### config.mk
export PLATFORM = sky130hd
export DESIGN_NAME = imem_loader
export DESIGN_NICKNAME = d
export VERILOG_FILES = /design/src/rtl/imem_loader_pkg.sv /design/src/rtl/imem_loader_byte_packer.sv /design/src/rtl/imem_loader.sv
export SDC_FILE = /design/constraint.sdc
export NUM_CORES = 1
export LEC_CHECK = 0
export CORE_UTILIZATION = 54
export DETAILED_ROUTE_END_ITERATION = 10
export GPL_TIMING_DRIVEN = 1
export PLACE_DENSITY = 0.84
export SLEW_MARGIN = 20
export SYNTH_ARGS = -nofsm -noshare
export SYNTH_HDL_FRONTEND = slang
export SYNTH_SLANG_ARGS = --single-unit
### constraint.sdc
create_clock -name clk -period 2.8 [get_ports clk]
set_clock_uncertainty 0.2 [all_clocks]
set_input_delay 0.56 -clock clk [delete_from_list [all_inputs] [get_ports clk]]
set_output_delay 0.56 -clock clk [all_outputs]
set_load 0.05 [all_outputs]
### src/rtl/imem_loader_pkg.sv
// imem_loader_pkg: shared states and framing constants for the instruction memory loader
package imem_loader_pkg;
  typedef enum logic [2:0] {LEN_LO, LEN_HI, DATA, DONE, ERROR} state_t;
  localparam int HDR_BYTES = 2;
  localparam int BYTES_PER_WORD = 4;
  localparam int ADDR_SHIFT = 2;
endpackage

### src/rtl/imem_loader_byte_packer.sv
// byte_packer: assembles little-endian bytes into 32-bit words
//   clk, rst (async, active-low)  clock and reset
//   clr                           synchronous clear of lane counter and partial word
//   in_valid, in_data             byte accepted this cycle
//   word_valid, word              high with the complete word when the fourth lane arrives
module byte_packer
  import imem_loader_pkg::*;
(
  input  logic        clk,
  input  logic        rst,
  input  logic        clr,
  input  logic        in_valid,
  input  logic [7:0]  in_data,
  output logic        word_valid,
  output logic [31:0] word
);
  localparam int LW = $clog2(BYTES_PER_WORD);
  logic [LW-1:0] lane;
  logic [23:0]   sr;
  // Earlier bytes shift down so the first byte lands in word[7:0].
  assign word_valid = in_valid && lane == LW'(BYTES_PER_WORD - 1);
  assign word = {in_data, sr};
  always_ff @(posedge clk or negedge rst)
    if (!rst) begin
      lane <= '0;
      sr   <= '0;
    end else if (clr) begin
      lane <= '0;
      sr   <= '0;
    end else if (in_valid) begin
      lane <= lane + 1'b1;
      sr   <= {in_data, sr[23:8]};
    end
endmodule

### src/rtl/imem_loader.sv
// imem_loader: boot-time byte-stream loader for instruction memory, holds the core in reset until loaded
//   clk, rst (async, active-low)  clock and reset
//   rx_valid, rx_data, rx_ready   host byte stream (transfer on rx_valid & rx_ready)
//   start                         re-arms the loader from DONE or ERROR
//   imem_we, imem_addr, imem_wdata  one-cycle word write, byte address 4*index
//   core_rst_n                    pipeline reset, released once the image is complete
//   loaded, load_err              image complete / transfer aborted
module imem_loader
  import imem_loader_pkg::*;
#(
  parameter int ADDR_WIDTH     = 8,
  parameter int TIMEOUT_CYCLES = 1_000_000
) (
  input  logic        clk,
  input  logic        rst,
  input  logic        rx_valid,
  input  logic [7:0]  rx_data,
  output logic        rx_ready,
  input  logic        start,
  output logic        imem_we,
  output logic [31:0] imem_addr,
  output logic [31:0] imem_wdata,
  output logic        core_rst_n,
  output logic        loaded,
  output logic        load_err
);
  localparam int TW = $clog2(TIMEOUT_CYCLES + 1);
  localparam logic [16:0] CAP = 17'(2 ** ADDR_WIDTH);
  state_t state, next;
  logic [7:0]          len_lo;
  logic [15:0]         word_count;
  logic [ADDR_WIDTH:0] word_index;
  logic [TW-1:0]       gap;
  logic [15:0]         hdr;
  logic                accept, active, tmo, wr, last, rdy_next, word_valid;
  logic [31:0]         word;
  assign accept = rx_valid && rx_ready;
  assign active = state == LEN_HI || state == DATA;
  assign tmo    = active && !accept && gap == TW'(TIMEOUT_CYCLES - 1);
  assign hdr    = {rx_data, len_lo};
  assign wr     = state == DATA && word_valid;
  // Stop accepting as soon as the final byte is in, so the write cycle cannot take a stray byte.
  assign last   = wr && {1'b0, word_count} == 17'(word_index) + 17'd1;
  byte_packer u_packer (
    .clk       (clk),
    .rst       (rst),
    .clr       (state != DATA),
    .in_valid  (accept && state == DATA),
    .in_data   (rx_data),
    .word_valid(word_valid),
    .word      (word)
  );
  always_ff @(posedge clk or negedge rst)
    if (!rst) state <= LEN_LO;
    else state <= next;
  always_comb begin
    next = state;
    case (state)
      LEN_LO: if (accept) next = LEN_HI;
      LEN_HI:
        if (accept) next = hdr == '0 ? DONE : {1'b0, hdr} > CAP ? ERROR : DATA;
        else if (tmo) next = ERROR;
      // word_index has already advanced past the word being written in this cycle.
      DATA:
        if (imem_we && 17'(word_index) == {1'b0, word_count}) next = DONE;
        else if (tmo) next = ERROR;
      default: if (start) next = LEN_LO;
    endcase
    rdy_next = (next == LEN_LO || next == LEN_HI || next == DATA) && !last;
  end
  // Status outputs follow the next state so they are registered and glitch-free.
  always_ff @(posedge clk or negedge rst)
    if (!rst) begin
      rx_ready   <= 1'b0;
      imem_we    <= 1'b0;
      imem_addr  <= '0;
      imem_wdata <= '0;
      core_rst_n <= 1'b0;
      loaded     <= 1'b0;
      load_err   <= 1'b0;
      len_lo     <= '0;
      word_count <= '0;
      word_index <= '0;
      gap        <= '0;
    end else begin
      rx_ready   <= rdy_next;
      imem_we    <= wr;
      core_rst_n <= next == DONE;
      loaded     <= next == DONE;
      load_err   <= next == ERROR;
      if (wr) begin
        imem_addr  <= 32'(word_index[ADDR_WIDTH-1:0]) << ADDR_SHIFT;
        imem_wdata <= word;
      end
      if (state == LEN_LO && accept) len_lo <= rx_data;
      if (state == LEN_HI && accept) word_count <= hdr;
      word_index <= state != DATA ? '0 : wr ? word_index + 1'b1 : word_index;
      gap        <= (accept || !active) ? '0 : gap + 1'b1;
    end
endmodule

# --- Word-level counts from Yosys, hierarchy flattened ---
# Index checks and enable logic that the tools add are counted.
op_classes:
  addsub: 4
  mul: 0
  n_div: 0
  order_cmp: 1
  eq_ne: 11
  shift: 0
  mux: 15
  n_bitwise: 0
  n_reduce_logical: 23
ops:
  columns: ["op", "count"]
  rows:
  - ["$mux 24", 2]
  - ["$mux 3", 7]
  - ["$add 20x1->20 const B", 1]
  - ["$eq 20x20->1 const B", 1]
  - ["$mux 20", 1]
  - ["$mux 9", 2]
  - ["$eq 16x10->1", 1]
  - ["$eq 9x16->1", 1]
  - ["$gt 16x9->1 const B", 1]
  - ["$logic_not 16->1", 1]
  - ["$logic_and 1x1->1", 11]
  - ["$add 9x1->10 const B", 1]
  - ["$add 9x1->9 const B", 1]
  - ["$eq 3x2->1 const B", 3]
  - ["$pmux 3 s3", 1]
  - ["$eq 3x1->1 const B", 2]
  - ["$logic_not 3->1", 2]
  - ["$logic_or 1x1->1", 4]
  - ["$mux 2", 2]
  - ["$reduce_bool 2->1", 2]
  - ["$eq 3x3->1 const B", 1]
  - ["$logic_not 1->1", 3]
  - ["$ne 3x2->1 const B", 1]
  - ["$add 2x1->2 const B", 1]
  - ["$eq 2x2->1 const B", 1]
word_totals:
  regBits: 126
  latch_bits: 0
  ramBits: 0
  romBits: 0
  input_bits: 12
  output_inout_bits: 69
  n_memories: 0

# --- Logic depth before layout (Yosys ltp) ---
logic_depth:
  ltp_word: 11
  ltp_mapped: 7
  ltp_nobuf: 7

# --- Modules after synthesis ---
# A second synthesis with hierarchy kept.
hier_totals:
  cells_unflattened: 494
  area_unflattened_um2: 5859.4
modules_own_cells:
  columns: ["mod", "instances", "cells_per_inst", "area_each_um2"]
  rows:
  - ["imem_loader", 1, 400, 4705.8]
  - ["byte_packer", 1, 94, 1153.6]

# --- Least setup slack after synthesis ---
# OpenSTA, ideal clock, no wires.
synth_timing:
  path_kind: "register -> register"
  start: "register rx_ready"
  end: "register loaded"
  setup_ns: 0.120
  t_arrival_ns: 2.360
  setup_slack_ns: 0.120
  path_stages_with_launch: 8
  path_buffers: 1
  period_less_slack_ns: 2.680
  cell_sequence: "dfrtp_1 and2_1 buf_2 or3_4 or4_4 nor2b_1 o221ai_2 and3b_1"
synth_between:
  elab_chain_len: 8
  word_cells_on_any_way: 10
synth_lines:
  columns: ["element", "line_no", "rtl"]
  rows:
  - ["start, declared", "imem_loader.sv:18", "output logic rx_ready,"]
  - ["start signal, assigned", "imem_loader.sv:86", "rx_ready <= rdy_next;"]
  - ["$logic_and 1x1->1 (*)", "imem_loader.sv:37", "assign accept = rx_valid && rx_ready;"]
  - ["$logic_not 1->1", "imem_loader.sv:39", "assign tmo = active && !accept && gap == TW'(TIMEOUT_CYCLES - 1);"]
  - ["$logic_and 1x1->1 (2 in a row)", "imem_loader.sv:39", null]
  - ["$mux 3", "imem_loader.sv:62, imem_loader.sv:66", null]
  - ["$mux 3, on equally long branches", "imem_loader.sv:65, imem_loader.sv:61", null]
  - ["$pmux 3 s3 (*)", "imem_loader.sv:58", "case (state)"]
  - ["via next[2]", "imem_loader.sv:29", "state_t state, next;"]
  - ["$eq 3x2->1 (*)", "imem_loader.sv:89", "loaded <= next == DONE;"]
  - ["end signal, assigned", "imem_loader.sv:79", "loaded <= 1'b0;"]
  - ["end signal, assigned", "imem_loader.sv:89", null]
  - ["end, declared", "imem_loader.sv:24", "output logic loaded,"]
# The timed path passes the listed nets; every way through them passes the cells marked *.
# A chain may end at the register's enable or synchronous reset.

# --- Worst setup path in the final report ---
layout_timing:
  start: "register word_index[1]"
  end: "register rx_ready"
layout_between:
  elab_chain_len: 8
  word_cells_on_any_way: 14
layout_lines:
  columns: ["element", "line_no", "rtl"]
  rows:
  - ["start, declared", "imem_loader.sv:32", "logic [ADDR_WIDTH:0] word_index;"]
  - ["start signal, assigned", "imem_loader.sv:97", "word_index <= state != DATA ? '0 : wr ? word_index + 1'b1 : word_index;"]
  - ["parallel branches: the longest is 7 deep, another holds $add 9x1->10", null, null]
  - ["$logic_and 1x1->1 (*)", "imem_loader.sv:69", "rdy_next = (next == LEN_LO || next == LEN_HI || next == DATA) && !last;"]
  - ["via rdy_next", "imem_loader.sv:35", "logic accept, active, tmo, wr, last, rdy_next, word_valid;"]
# Mark *: on every way through the listed nets, which the timed path passes.

==> results_tabular.tex <==
\begin{tabular}{lr}
\hline
Metric & Value \\
\hline
\multicolumn{2}{l}{\textbf{Timing}} \\
\quad Unrepaired setup endpoints after global routing & no \\
\quad Setup violations, final & 0 \\
\quad Tightest Pin Transition & 0.5968 ns \\
\quad Worst-case hold slack & a little over 0.3 ns \\
\quad Worst max-slew margin expressed relative to the limit & 0.6021 \\
\quad Final hold violation count & 0 \\
\quad Final min period & 2.630 ns \\
\quad Maximum clock rate & 380.2 MHz \\
\quad Post-route fraction of the period consumed by the critical path & 0.9394 \\
\quad Sum of negative setup slack & 0 ns \\
\quad Number of pins exceeding their max-slew limit in the final report & 0 \\
\quad Worst setup slack after layout & 0.1696 ns \\
\multicolumn{2}{l}{\textbf{Power and ir drop}} \\
\quad Flop pwr share & 0.429 \\
\quad Internal & 3.743 mW \\
\quad Share of total power in combinational logic & 0.190 \\
\quad Leakage power & between 2 and 3 nW \\
\quad Peak supply drop & 0.0004501 V \\
\quad Sw power & approximately 1.5 mW \\
\quad Part of the total power dissipated in the clock network & 0.381 \\
\quad Switching part of the total power & 0.2880 \\
\quad Areal power density over the cells & 759.1 mW/mm² \\
\multicolumn{2}{l}{\textbf{Detailed routing}} \\
\quad 1st-pass router iterations & 4 \\
\quad Violation count after the first detailed-route iteration & 249 \\
\quad DR vias & around 4,000 \\
\quad Post-detailed-route wirelength per cell & about 16 µm \\
\quad Via density per instance & 5.464 \\
\quad Post-route ant nets & 0 \\
\quad DRC violations left & 0 \\
\quad Final routed wirelength across all metal layers & 11,520 µm \\
\multicolumn{2}{l}{\textbf{Min path}} \\
\quad Class of the tightest hold or removal check & reg -> reg \\
\quad Hold path endpoint & gap[0] \\
\quad Number of cells traversed by the worst hold path & 1 \\
\quad Hold\_sp & gap[0] \\
\multicolumn{2}{l}{\textbf{Logic synthesis}} \\
\quad Number of enable-type register cells in the synthesized netlist & 0 \\
\quad Post-synthesis share of cell area spent on xor and xnor gates & 0.05871 \\
\quad Largest cells by area after synthesis & sky130\_fd\_sc\_hd\_\_dfrtp\_1 56\%, sky130\_fd\_sc\_hd\_\_mux2\_2 13\%, sky130\_fd\_sc\_hd\_\_nand2\_1 4.6\%, sky130\_fd\_sc\_hd\_\_xor2\_1 3.4\%, sky130\_fd\_sc\_hd\_\_buf\_4 3.3\% \\
\quad List of most frequent post-synthesis cells & 126 x sky130\_fd\_sc\_hd\_\_dfrtp\_1, 69 x sky130\_fd\_sc\_hd\_\_nand2\_1, 64 x sky130\_fd\_sc\_hd\_\_mux2\_2, 37 x sky130\_fd\_sc\_hd\_\_nor2\_1, 33 x sky130\_fd\_sc\_hd\_\_a21oi\_1 \\
\quad Cell type contributing the most total cell area after synthesis & sky130\_fd\_sc\_hd\_\_dfrtp\_1 \\
\quad Asr flop ratio synth & 1.000 \\
\quad Area fraction in compound gates after synthesis & 0.04878 \\
\quad Leading cell type by number of instances after synthesis & sky130\_fd\_sc\_hd\_\_dfrtp\_1 \\
\quad Mapped Cells & 507 \\
\quad Average footprint of a synthesized cell & around 11 µm² \\
\quad Netlist area before placement & 0.005669 mm² \\
\quad Yosys Warn Count & 0 \\
\quad Most frequently used flop master after synthesis & sky130\_fd\_sc\_hd\_\_dfrtp\_1 \\
\quad Basic-gate share of the synthesized area counting and, or, nand and nor cells & 0.1494 \\
\quad Sequential share of the synthesized area & 0.5562 \\
\quad Multiplexer fraction of the synthesized cell area & 0.1289 \\
\quad Largest family of logic cells by synthesized area & simple AND/OR/NAND/NOR gates \\
\quad Count of distinct cell types in the synthesized netlist & 42 \\
\quad Adder-cell share of the synthesized area & 0.006621 \\
\quad Top cell type's share of synthesized area & 0.5562 \\
\quad Flip-flop and latch count after synthesis & about 130 \\
\multicolumn{2}{l}{\textbf{Clock tree}} \\
\quad Number of buffers added by the clock tree synthesis step & 17 \\
\quad TritonCTS Sinks & 126 \\
\quad Number of levels the H-tree was split into & 4 \\
\quad CTS tree & yes \\
\quad Library cell used as clock root buffer & sky130\_fd\_sc\_hd\_\_clkbuf\_8 \\
\quad Clock slew at the register clock pins of the worst setup and hold paths & around 0.06 ns \\
\quad CTS Buffer Depth & 2 \\
\quad Clock latency at the later pin of the worst-skew pair & $\sim$0.53 ns \\
\quad Hold Buf Count CTS & 1 \\
\quad Number of instances resized during post-cts repair & 0 \\
\quad Post-CTS repair timing setup buffer count & 0 \\
\multicolumn{2}{l}{\textbf{Setup path}} \\
\quad Critical path data required time & 3.00 ns \\
\quad Kind of capture point of the worst setup path & flop \\
\quad RR Startpoint & word\_index[1] \\
\quad Arrival time at the worst endpoint & 2.83 ns \\
\quad Worst Path Class, Setup & reg -> reg \\
\quad Reg2Reg Setup Slack & roughly 0.17 ns \\
\quad Worst r2r path cells & 8 \\
\quad Worst reg2reg endpoint & rx\_ready \\
\quad Critical path fanouts, max & 6 \\
\quad Type of element launching the critical path & flop \\
\multicolumn{2}{l}{\textbf{Floorplan}} \\
\quad Width of the die & between 100 and 150 µm \\
\quad Initial cell density of the core & 0.5541 \\
\quad Number of top-level pins & 81 \\
\quad Core outline area & 0.01023 mm² \\
\quad DIE HEIGHT & 104.5 µm \\
\quad Number of rows created at floorplan & 37 \\
\quad Total Die Area & 0.01091 mm² \\
\multicolumn{2}{l}{\textbf{Global routing}} \\
\quad Total grt overflow & 0 \\
\quad Number of global-route vias before repair & 4,013 \\
\quad Maximum number of pins on one net before global-route repair & 47 \\
\quad Initial antenna violation count & 0 \\
\quad Wire length of the first global-routing pass & 19,820 µm \\
\quad Global-route usage over all layers & 0.2335 \\
\multicolumn{2}{l}{\textbf{Layout}} \\
\quad Core Util, Final & 0.6769 \\
\quad Final antenna diode count & 0 \\
\quad Final net count & 594 \\
\quad Count of placed standard cells in the final layout, fillers left out & 724 \\
\quad FF/Latch Area & 0.003153 mm² \\
\quad Multi-input gate area in the final layout & 0.002321 mm² \\
\quad Fraction of layout cells with a size suffix above 1 & 0.2058 \\
\quad Count of filler cells inserted in the layout & $\sim$730 \\
\quad Relative area change from synthesis to final layout & 22.16\% \\
\multicolumn{2}{l}{\textbf{Placement}} \\
\quad Pre-CTS WS & -0.2512 ns \\
\quad Global placement routability congestion & 0.8835 \\
\quad DPL Wire Length & 7813 µm \\
\quad Input/output buffers & 56 \\
\quad Placed cells & 695 \\
\multicolumn{2}{l}{\textbf{Status}} \\
\quad Outcome & finished, final reports clean \\
\multicolumn{2}{l}{\textbf{Flow run}} \\
\quad Number of maximum-capacitance constraint violations & 0 \\
\hline
\end{tabular}
[logic make-up (layout without fill, tap and decap cells)]
group | count (synthesis) | in the layout
DFF | 126 | 126
other | 1 | 24
xor gates and xnor gates | 38 | 38
AOI/OAI and AO/OA | 48 | 48
muxes | 65 | 65
adders and majority gates | 3 | 3
buffers and inverters | 50 | 108
and+or+nand+nor | 176 | 176
[cell usage in the layout, fill, tap and decap left out, drive strengths merged, types with 2 or more instances in the layout]
cell type	n
xor2	22
nand2b	3
clkdlybuf4s50	55
conb	24
nor2b	3
mux2	64
or3	8
nor3	6
nor4b	3
bufinv	2
buf	20
nand2	69
clkbuf	20
ha	3
nor4	7
nor2	37
or4	5
or2	2
a211oi	2
nand4	7
a21oi	33
inv	4
dfrtp	126
clkinvlp	2
o21ai	9
xnor2	16
clkinv	4
and3	3
nand3	18
[how the worst max path moves through the flow]
stage	from	endpoint	cells after the start
global route	word_index[2]	rx_ready	7
detailed placement	rx_valid	loaded	7
finish	word_index[1]	rx_ready	8
global placement	rx_valid	loaded	7
CTS	word_index[2]	rx_ready	7
floorplan	rx_ready	loaded	7
[critical path, stage by stage, from the launching register on]
cell	delay, ns
sky130_fd_sc_hd__dfrtp_1	0.48
sky130_fd_sc_hd__ha_1	0.27
sky130_fd_sc_hd__nand2_1	0.08
sky130_fd_sc_hd__or2_2	0.33
sky130_fd_sc_hd__xnor2_1	0.13
sky130_fd_sc_hd__or4_1	0.52
sky130_fd_sc_hd__nor4b_1	0.28
sky130_fd_sc_hd__buf_4	0.18
sky130_fd_sc_hd__a211oi_2	0.04
[per-layer routing]
| layer | global-route usage | vias to the layer above | share of wire |
|---|---|---|---|
| li1 | - | 1835 | - |
| met1 | 0.3059 | 1981 | 0.45 |
| met5 | 0 | - | 0 |
| met3 | 0.06579 | 20 | 0.053 |
| met4 | 0.1102 | 0 | 0.019 |
| met2 | 0.3595 | 120 | 0.48 |
[state kept, by name (all words and copies together) (netlist names), 3 cells and up]
signal and flops:
imem_addr 8, word_index 9, imem_wdata 32, u_packer.sr 24
gap 20, len_lo 8, state 3, word_count 16
[per-stage QoR]
step	cell area (µm²)	total power, mW
6_report	6925	5.257
5_1_grt	6925	5.481
4_1_cts	6925	5.281
3_5_place_dp	6385	3.269
3_3_place_gp	6385	3.202
2_1_floorplan	5756	2.977
[power by group through the flow]
stage	sequential, mW	combinational, mW	clock, mW
3_3_place_gp	2.25	0.952	0
6_report	2.25	1.00	2.00
4_1_cts	2.25	1.01	2.03
5_1_grt	2.28	1.09	2.12
2_1_floorplan	2.23	0.745	0
3_5_place_dp	2.27	0.995	0
[cell type report]
cell class	count	share of cell area
timing repair buffer	76	0.1062
clock buffer	20	0.06287
clock inverter	8	0.01373
inverter	4	0.002168
sequential	126	0.4553
tap	136	0.02457
multi-input combinational	354	0.3351
(Power assumes the default switching activity.)
